===== src/rtl/stack_ctrl.sv =====
// ---------------------------------------------------------------------------
// stack_ctrl -- operand-stack controller for the wasm CPU core.
//
// The top of stack lives in a register. Deeper entries spill to an external
// single-port synchronous RAM. Entry k of the stack (k = 0 is the bottom) sits
// at RAM address k. The TOS register holds entry depth-1.
//
// Ports:
//   clk, reset          clock, synchronous active-high reset
//   op_valid/op_ready   request handshake (op: 0 NOP, 1 PUSH, 2 POP, 3 REPLACE)
//   op_data             value for PUSH / REPLACE
//   tos, empty, depth   CPU-visible stack view (registered)
//   trap                0 none, 1 overflow, 2 underflow (sticky until reset)
//   mem_addr/we/wdata   RAM request (combinational in the accept cycle)
//   mem_rdata           RAM read data, one cycle after mem_addr
// ---------------------------------------------------------------------------
module stack_ctrl #(
  parameter int WIDTH  = 64,
  parameter int DEPTH  = 256,
  parameter int ADDR_W = 8
) (
  input  logic              clk,
  input  logic              reset,
  input  logic              op_valid,
  input  logic [1:0]        op,
  input  logic [WIDTH-1:0]  op_data,
  output logic              op_ready,
  output logic [WIDTH-1:0]  tos,
  output logic              empty,
  output logic [ADDR_W:0]   depth,
  output logic [2:0]        trap,
  output logic [ADDR_W-1:0] mem_addr,
  output logic              mem_we,
  output logic [WIDTH-1:0]  mem_wdata,
  input  logic [WIDTH-1:0]  mem_rdata
);
  localparam logic [1:0] OP_NOP  = 2'd0;
  localparam logic [1:0] OP_PUSH = 2'd1;
  localparam logic [1:0] OP_POP  = 2'd2;
  localparam logic [1:0] OP_REPL = 2'd3;

  localparam logic [2:0] TRAP_OVF = 3'd1;
  localparam logic [2:0] TRAP_UNF = 3'd2;

  localparam logic [ADDR_W:0] FULL = (ADDR_W+1)'(DEPTH);
  localparam logic [ADDR_W:0] ONE  = (ADDR_W+1)'(1);
  localparam logic [ADDR_W:0] TWO  = (ADDR_W+1)'(2);

  typedef enum logic [1:0] {IDLE, POP_WAIT, TRAP} state_t;
  state_t state;

  logic accept, is_empty, is_full;

  assign op_ready = (state == IDLE);
  assign accept   = op_valid & op_ready;
  assign is_empty = (depth == '0);
  assign is_full  = (depth == FULL);

  // RAM request. A PUSH spills the old TOS into slot depth-1; a POP of a
  // deep stack fetches slot depth-2, which becomes the new TOS next cycle.
  always_comb begin
    mem_we    = 1'b0;
    mem_addr  = '0;
    mem_wdata = tos;
    if (accept) begin
      if (op == OP_PUSH && !is_empty && !is_full) begin
        mem_we   = 1'b1;
        mem_addr = ADDR_W'(depth - ONE);
      end else if (op == OP_POP && depth > ONE) begin
        mem_addr = ADDR_W'(depth - TWO);
      end
    end
  end

  always_ff @(posedge clk) begin
    if (reset) begin
      state <= IDLE;
      tos   <= '0;
      depth <= '0;
      empty <= 1'b1;
      trap  <= '0;
    end else begin
      case (state)
        IDLE: begin
          if (op_valid) begin
            case (op)
              OP_NOP: ;
              OP_PUSH: begin
                if (is_full) begin
                  trap  <= TRAP_OVF;
                  state <= TRAP;
                end else begin
                  tos   <= op_data;
                  depth <= depth + ONE;
                  empty <= 1'b0;
                end
              end
              OP_POP: begin
                if (is_empty) begin
                  trap  <= TRAP_UNF;
                  state <= TRAP;
                end else begin
                  // Popping the last entry leaves the stale TOS in place.
                  depth <= depth - ONE;
                  empty <= (depth == ONE);
                  if (depth != ONE) state <= POP_WAIT;
                end
              end
              OP_REPL: begin
                if (is_empty) begin
                  trap  <= TRAP_UNF;
                  state <= TRAP;
                end else begin
                  tos <= op_data;
                end
              end
              default: ;
            endcase
          end
        end
        POP_WAIT: begin
          tos   <= mem_rdata;
          state <= IDLE;
        end
        default: ;  // TRAP holds everything until reset
      endcase
    end
  end
endmodule


===== config.mk =====
export PLATFORM = sky130hd
export DESIGN_NAME = stack_ctrl
export DESIGN_NICKNAME = d
export VERILOG_FILES = /design/src/rtl/stack_ctrl.sv
export SDC_FILE = /design/constraint.sdc
export NUM_CORES = 1
export LEC_CHECK = 0
export ABC_AREA = 1
export BUFFER_PORTS_ARGS = -buffer_cell sky130_fd_sc_hd__buf_2
export CAP_MARGIN = 20
export CORE_ASPECT_RATIO = 0.7
export CORE_UTILIZATION = 45
export DETAILED_ROUTE_END_ITERATION = 10
export HOLD_SLACK_MARGIN = 0.1
export PLACE_DENSITY = 0.8
export SETUP_SLACK_MARGIN = 0.5
export SLEW_MARGIN = 20
export SYNTH_ARGS = -nofsm -noshare
export SYNTH_HDL_FRONTEND = slang
export SYNTH_SLANG_ARGS = --single-unit

===== constraint.sdc =====
create_clock -name clk -period 2 [get_ports clk]
set_input_delay 0.2 -clock clk [delete_from_list [all_inputs] [get_ports clk]]
set_output_delay 0.2 -clock clk [all_outputs]
set_load 0.01 [all_outputs]

==> Implementation_results.wiki, run 1 <==
{| class="wikitable"
! Metric !! Value
|-
| Run status || complete, no violations
|-
| Crit path kind || reg2out
|-
| TritonCTS clock tree || yes
|-
| Worst clock skew on the final layout || roughly 0.0075 ns
|-
| Die Y || 92.43 um
|-
| Antenna Nets Post-Route || 0
|-
| Final setup fails || 0
|-
| Wire length reported by the detailed router || approximately 16 mm
|-
| Crit start category || register
|-
| Clock transition at path regs || ~0.060 ns
|-
| Sequential-to-total area share from yosys stat || between 20 and 30%
|-
| I/O pin cnt || roughly 280
|-
| Aggregate global-route resource usage || roughly a quarter
|-
| R2R Setup Slk || 0.14 ns
|-
| Chip Width || 131.2 um
|-
| Worst max-slew margin expressed relative to the limit || ~64%
|-
| Hold Path Class || in2reg
|-
| Placed wire-length estimate after detailed placement || 11.30 mm
|-
| Worst EP required || between 1.5 and 2 ns
|-
| Slew Limit Fails || 0
|-
| Total design power || between 0.008 and 0.009 W
|-
| YS warnings || 0
|-
| Unique cell type count in the Yosys netlist || 38
|-
| Number of enable-type register cells in the synthesized netlist || 0
|-
| Worst-margin pin slew || about 0.53 ns
|-
| Hold-fix buffers, CTS || 0
|-
| Ant diodes || 0
|-
| Die area || 12120 sq um
|-
| Maximum vdd ir drop || 0.0005326 V
|-
| Period utilization || between 90% and 100%
|-
| Number of violations of the max-capacitance limit || 0
|-
| Hold Violations, Final || 0
|-
| Global-route wire length before repair || between 20 and 25 mm
|-
| Global route overflow || 0
|-
| DRC Markers || 0
|-
| Worst endpoint data arrival time || 1.77 ns
|-
| Initial standard-cell utilization of the core || roughly 47%
|-
| Minimum clock period || 1.972 ns
|-
| Maximum number of buffers from clock root to sink || 2
|-
| Gpl congestion || ~0.94
|-
| Leakage component of the power || about 3.5 nW
|-
| Maximum number of pins on one net before global-route repair || 67
|-
| Commonest non-fill, non-tap cells in the layout || sky130_fd_sc_hd__buf_2, sky130_fd_sc_hd__nand3_1, sky130_fd_sc_hd__dfxtp_1
|-
| Post-synthesis net count || 752
|-
| CTS HTree Levels || 3
|-
| Netlist area before placement || between 5000 and 6000 sq um
|-
| Drt initial violations || around 280
|-
| Post-synthesis async set-or-reset flop share || 0%
|-
| Area grow syn2layout || 41.92%
|-
| Syn Area/Cell || 8.575 sq um
|-
| Detailed-route vias per instance || between 5 and 6
|-
| Number of antenna violations at the first check in global routing || 0
|-
| Floorplan core area || about 11000 sq um
|-
| Number of buffers added by the clock tree synthesis step || 9
|-
| Number of instances in the synthesized netlist || ~610
|-
| Insertion delay of the later-clocked pin in the worst-skew pair || about 0.32 ns
|-
| Total of flip-flops plus latches after synthesis || 78
|-
| Routed length per placed instance || 15.84 um
|-
| Port buffer count || 282
|-
| Cell Pwr Density || around 1100 nW/um^2
|-
| Root Buffer || sky130_fd_sc_hd__clkbuf_16
|-
| Maximum fanout count along the critical path || 8
|-
| Number of placement rows || 32
|-
| RSZ-0062 raised after global routing || true
|-
| Most common cell after layout, fill and taps aside || sky130_fd_sc_hd__buf_2
|-
| Total clock sinks || roughly 80
|-
| Fmax || roughly 0.51 GHz
|-
| Sum Neg Setup Slack || 0 ns
|-
| Net count of the finished layout || 992
|-
| Via count || between 5000 and 6000
|-
| Nature of the critical path endpoint || output pin
|-
| First drt pass iteration count || 5
|-
| Leading register cell type out of synthesis || sky130_fd_sc_hd__dfxtp_1
|-
| Layout cell share with drive strength beyond 1 || 69.11%
|-
| Vias in the first global route || between 4000 and 5000
|}
## power by group
part / total (W) / switching, W / internal, W
combinational: 0.00452 / 0.00237 / 0.00216
clock: 0.00172 / 0.000626 / 0.00109
sequential: 0.00215 / 0.000298 / 0.00185
total: 0.00839 / 0.00329 / 0.00510
## logic make-up after synthesis
kind of cell,after synthesis,share of synthesized area [%]
and+or+nand+nor,215,21.64
buffers and inverters,132,17.35
adders and majority gates,6,1.428
AOI/OAI and AO/OA,106,14.26
other,1,0.07134
xor gates and xnor gates,11,1.833
muxes,64,13.71
DFF,78,29.71
## routing by layer
metal	vias up	routed length (um)	global-route usage, %
met4	0	208	6.863
met2	223	7650	40.65
li1	2490	-	-
met3	16	973	4.707
met5	-	0	0
met1	2424	7182	33.90
## worst paths after layout
path | endpoint | startpoint | cells past startpoint
worst min register to register | trap[0] | trap[0] | 2
worst min-delay path | trap[1] | op[1] | 3
worst max register to register | mem_wdata[50] | depth[1] | 13
worst max-delay path | mem_addr[1] | depth[1] | 9
## worst max-delay path, stage by stage (launching register included)
cell and delay [ns]:
sky130_fd_sc_hd__dfxtp_4 0.36, sky130_fd_sc_hd__inv_6 0.05, sky130_fd_sc_hd__ha_2 0.17, sky130_fd_sc_hd__nand3_1 0.13, sky130_fd_sc_hd__nor2_4 0.07, sky130_fd_sc_hd__nor3_4 0.16
sky130_fd_sc_hd__o21ai_4 0.09, sky130_fd_sc_hd__buf_12 0.16, sky130_fd_sc_hd__o22ai_4 0.13, sky130_fd_sc_hd__buf_6 0.13
## cell type report
class,instances,area [sq um]
tap,153,191.4
clock inverter,6,85.08
clock buffer,10,229.0
inverter,25,118.9
sequential,78,1585
fill,923,3711
timing repair buffer,336,2170
multi-input combinational,403,3080
## synthesized netlist by cell type, drive strengths merged, types with 2 or more instances
cell,number,share of area [%]
ha,6,1.4
o22ai,7,0.83
dfxtp,78,30
inv,24,1.7
xor2,9,1.5
mux2,64,14
a21oi,74,11
nor3,3,0.29
clkbuf,13,0.93
o21ai,22,2.3
o31ai,2,0.29
xnor2,2,0.33
nor2,22,2.0
buf,94,15
nand3,82,8.1
nand2,100,10
nand4,6,0.71
## flip-flops by register name, indices dropped and copies added, names as in the netlist
signal	count
depth	9
empty	1
mem_wdata	64
state	2
trap	2
## per-stage QoR
| stage | std cells | utilization, % | hold slack [ns] | setup slack, ns | instance area, sq um |
|---|---|---|---|---|---|
| after detailed placement | 960 | 58.13 | 0.4639 | 0.2285 | 6494 |
| final | 1011 | 66.78 | 0.2672 | 0.02790 | 7460 |
| after floorplan | 613 | - | 0.3675 | 0.3841 | 5504 |
| after global routing | 1011 | 66.78 | 0.2740 | -0.03372 | 7460 |
| after CTS | 1000 | 64.80 | 0.2469 | -0.01781 | 7238 |
| after global placement | 960 | 58.13 | 0.4501 | 0.2592 | 6494 |
## repair_timing
item	4_1_cts	5_1_grt
cloned	5	1
resized for setup	33	31
buffers inserted	19	10
endpoints found under the hold margin	0	0
pin swaps	16	10
endpoints found under the setup margin	85	87
Power figures use the tool's default switching activity.
==> inputs of run 2 (changes only) <==
ABC_AREA = not set   (was 1)
BUFFER_PORTS_ARGS = -buffer_cell sky130_fd_sc_hd__buf_4   (was -buffer_cell sky130_fd_sc_hd__buf_2)
==> run 2 against run 1 <==
Compared with the run above:
- the flow now finishes with violations (setup timing)
- fmax fell by 13%
- largest cell class unchanged
- register-to-register slack got worse by 0.07 ns
- synthesized cell count rose by 19%
- cell area rose by 21%
- wire length rose by 39%
- largest power group unchanged
- non-clock buffer count rose by 31
- sequential power fell by 15%
- die area rose by 1.9%
- highest routed layer unchanged
- sequential share of layout area fell by 3.6 points
- global-route usage rose by 3.5 points
- sequential cell count did not move
==> Implementation_results.wiki, run 2 <==
{| class="wikitable"
! Metric !! Value
|-
| Worst max-slew margin expressed relative to the limit || about 64%
|-
| Cell depth of the worst flop-to-flop path || 8
|-
| Hold-critical path depth || 3
|-
| Cell type with the highest aggregate area in the netlist || sky130_fd_sc_hd__dfxtp_1
|-
| Maximum number of buffers from clock root to sink || 2
|-
| Total of flip-flops plus latches after synthesis || around 80
|-
| DP Worst Slack || 0.006270 ns
|-
| Hold Violations, Final || 0
|-
| TritonCTS clock tree || yes
|-
| Worst clock skew on the final layout || approximately 0.008 ns
|-
| Aggregate global-route resource usage || between 20% and 30%
|-
| Net count of the finished layout || 1115
|-
| Run status || complete, but fails checks
|-
| Number of instances in the synthesized netlist || between 700 and 800
|-
| CTS HTree Levels || 3
|-
| DRC Markers || 0
|-
| Violated checks || setup timing
|-
| Worst Min Path Start || mem_rdata[58]
|-
| Number of enable-type register cells in the synthesized netlist || 0
|-
| Sequential-to-total area share from yosys stat || 29.13%
|-
| Die Y || around 93 um
|-
| Clock transition at path regs || 0.06 ns
|-
| First drt pass iteration count || 5
|-
| Wire length reported by the detailed router || roughly 22 mm
|-
| Minimum clock period || roughly 2.3 ns
|-
| Fmax || 0.4386 GHz
|-
| Destination of the worst hold path || mem_wdata[58]
|-
| Die area || about 12000 sq um
|-
| Floorplan core area || approximately 11000 sq um
|-
| Number of antenna violations at the first check in global routing || 0
|-
| Internal power || 0.003758 W
|-
| Post-route cell area || 9002 sq um
|-
| Area share of the leading cell type in the synthesized netlist || between 20 and 30%
|-
| Nature of the critical path endpoint || output pin
|-
| Worst path buffer plus inverter count || 2
|-
| Syn Area/Cell || about 7.4 sq um
|-
| Dominant cell by count in the synthesized netlist || sky130_fd_sc_hd__a21oi_1
|-
| Largest cells by area after synthesis || sky130_fd_sc_hd__dfxtp_1, sky130_fd_sc_hd__a21oi_1, sky130_fd_sc_hd__buf_4, sky130_fd_sc_hd__o21bai_1, sky130_fd_sc_hd__inv_1
|-
| Layout cell share with drive strength beyond 1 || a little over half
|-
| Drt initial violations || 405
|-
| Placed wire-length estimate after detailed placement || ~12 mm
|-
| RSZ-0062 raised after global routing || true
|-
| Leakage component of the power || between 3 and 4 nW
|-
| Ant diodes || 0
|-
| Routed length per placed instance || a little under 20 um
|-
| Root Buffer || sky130_fd_sc_hd__clkbuf_16
|-
| Initial standard-cell utilization of the core || approximately 47%
|-
| Number of placement rows || 32
|-
| Final setup fails || 8
|-
| I/O pin cnt || roughly 280
|-
| Insertion delay of the later-clocked pin in the worst-skew pair || between 0.3 and 0.4 ns
|-
| Maximum vdd ir drop || roughly 0.00045 V
|-
| Number of violations of the max-capacitance limit || 0
|-
| Unique cell type count in the Yosys netlist || 58
|-
| Most common cell after layout, fill and taps aside || sky130_fd_sc_hd__buf_4
|-
| Net Switching || about 0.0018 W
|-
| Number of buffers added by the clock tree synthesis step || 9
|-
| Vias in the first global route || approximately 5400
|-
| Crit path kind || reg2out
|-
| Post-Place Cell Area || around 7200 sq um
|-
| Post-synthesis net count || ~870
|-
| Worst endpoint data arrival time || ~2.1 ns
|-
| Global-route wire length before repair || roughly 28 mm
|-
| Post-synthesis async set-or-reset flop share || 0%
|-
| Area grow syn2layout || 67.95%
|-
| Worst-margin pin slew || roughly 0.54 ns
|-
| Hold Path Class || in2reg
|-
| Period utilization || 114.0%
|-
| Part of the total power dissipated in the clock network || a little under a third
|-
| Slew Limit Fails || 0
|-
| Port buffer count || ~280
|-
| Via count || around 6400
|-
| Detailed route wirelength on metal3 || about 1.9 mm
|-
| Total length of routed met2 wires || approximately 11 mm
|-
| Leading register cell type out of synthesis || sky130_fd_sc_hd__dfxtp_1
|-
| Total clock sinks || 78
|-
| Detailed-route vias per instance || between 5 and 6
|-
| YS warnings || 0
|-
| Net switching fraction of the power || ~32%
|-
| Chip Width || ~130 um
|-
| Commonest cells post-synth || sky130_fd_sc_hd__a21oi_1, sky130_fd_sc_hd__dfxtp_1, sky130_fd_sc_hd__buf_4
|-
| Critical path, cell by cell || inv_4 > ha_4 > nor4b_4 > a311oi_4 > nand2_2 > o211ai_1 > o21a_1 > buf_4
|-
| Cell Pwr Density || around 600 nW/um^2
|-
| Commonest non-fill, non-tap cells in the layout || sky130_fd_sc_hd__buf_4, sky130_fd_sc_hd__a21oi_1, sky130_fd_sc_hd__dfxtp_1
|-
| Launch point of the worst reg-to-reg path || state[1]
|-
| Crit Reg-Reg Endpoint || depth[8]
|-
| Flop pwr share || approximately a third
|-
| Worst EP required || 1.80 ns
|-
| Slack of the critical path || -0.2798 ns
|-
| Maximum number of pins on one net before global-route repair || 66
|-
| Share of total power in combinational logic || 36.7%
|-
| Detailed-route wire length on metal 1 || just over 9 mm
|-
| Max reg flops || between 60 and 70
|-
| Maximum fanout count along the critical path || 7
|-
| R2R Setup Slk || roughly 0.070 ns
|-
| Biggest cell delay along the critical path || around 0.37 ns
|-
| Antenna Nets Post-Route || 0
|-
| Global route overflow || 0
|-
| Crit start category || register
|-
| Highest routed metal layer || met4
|-
| Gpl congestion || between 0.9 and 1
|-
| Top delay family on crit path || compound AO/OA/AOI/OAI gates
|-
| Worst path slowest cell || sky130_fd_sc_hd__a311oi_4
|-
| Netlist area before placement || between 5000 and 6000 sq um
|}
## run 2: changes by cell type after synthesis, sizes merged, moves of 27 or more
cell | previous run | this run
nand3 | 82 | 11
inv | 24 | 68
nand2 | 100 | 12
mux2 | 64 | 1
a21oi | 74 | 198
o21bai | 0 | 64
o21ai | 22 | 70
clkbuf | 13 | 40
## run 2: through the flow
step / util, % / hold slack [ns] / power [W] / instances / TNS [ns]
finish: 79.73 / 0.1332 / 0.005546 / 1132 / -1.520
global route: 79.73 / 0.1404 / 0.005765 / 1132 / -2.350
CTS: 70.36 / 0.1271 / 0.005112 / 1096 / -1.227
floorplan: - / 0.3802 / 0.002733 / 727 / 0
global placement: 64.06 / 0.4681 / 0.003287 / 1066 / 0
detailed placement: 64.06 / 0.4745 / 0.003307 / 1066 / 0
## run 2: routing by layer
| metal | global-route usage [%] | up-vias |
|---|---|---|
| met5 | 0 | - |
| met2 | 49.61 | 358 |
| li1 | - | 2978 |
| met3 | 6.775 | 40 |
| met4 | 4.598 | 0 |
| met1 | 36.39 | 3052 |
## run 2: power by group through the flow
stage	logic [W]	clock network, W	registers, W
3_5_place_dp	0.00147	0	0.00184
6_report	0.00203	0.00168	0.00183
4_1_cts	0.00162	0.00169	0.00180
5_1_grt	0.00215	0.00176	0.00185
2_1_floorplan	0.000869	0	0.00186
3_3_place_gp	0.00145	0	0.00183
## run 2: final cells by class
cell class | instances | area (sq um)
sequential | 78 | 1585
fill | 802 | 2288
tap | 153 | 191.4
timing repair buffer | 367 | 3306
clock inverter | 3 | 43.79
inverter | 68 | 260.3
clock buffer | 11 | 254.0
multi-input combinational | 452 | 3362
## run 2: how the worst max path moves through the flow
stage	startpoint	end	slack, ns	cells past startpoint
floorplan	depth[2]	mem_addr[6]	0.1	8
global placement	depth[1]	mem_addr[6]	0.05	8
detailed placement	depth[1]	mem_addr[6]	0.006	8
CTS	depth[1]	mem_addr[6]	-0.28	8
global route	depth[1]	mem_addr[6]	-0.39	8
finish	depth[1]	mem_addr[4]	-0.28	8
## run 2: kinds of logic after synthesis
family / after synthesis / share of synthesized area, %
mux: 2 / 0.4668
xor+xnor: 8 / 1.307
buf+inv: 198 / 20.33
compound gates: 364 / 39.71
flops: 78 / 29.13
fa+ha+maj: 6 / 1.401
simple gates: 70 / 7.586
other cells: 1 / 0.06996
## run 2: what timing repair did
| action | CTS | global route |
|---|---|---|
| resized for setup | 48 | 127 |
| setup endpoints to repair | 86 | 88 |
| pin swaps | 23 | 46 |
| hold buffers | 0 | 0 |
| buffers inserted | 13 | 15 |
| gates cloned | 3 | 21 |
## run 2: worst min-delay path: cells and delay by family
kind | cells | cell delay [ns]
AOI/OAI and AO/OA | 2 | 0.15
buffers and inverters | 1 | 0.08
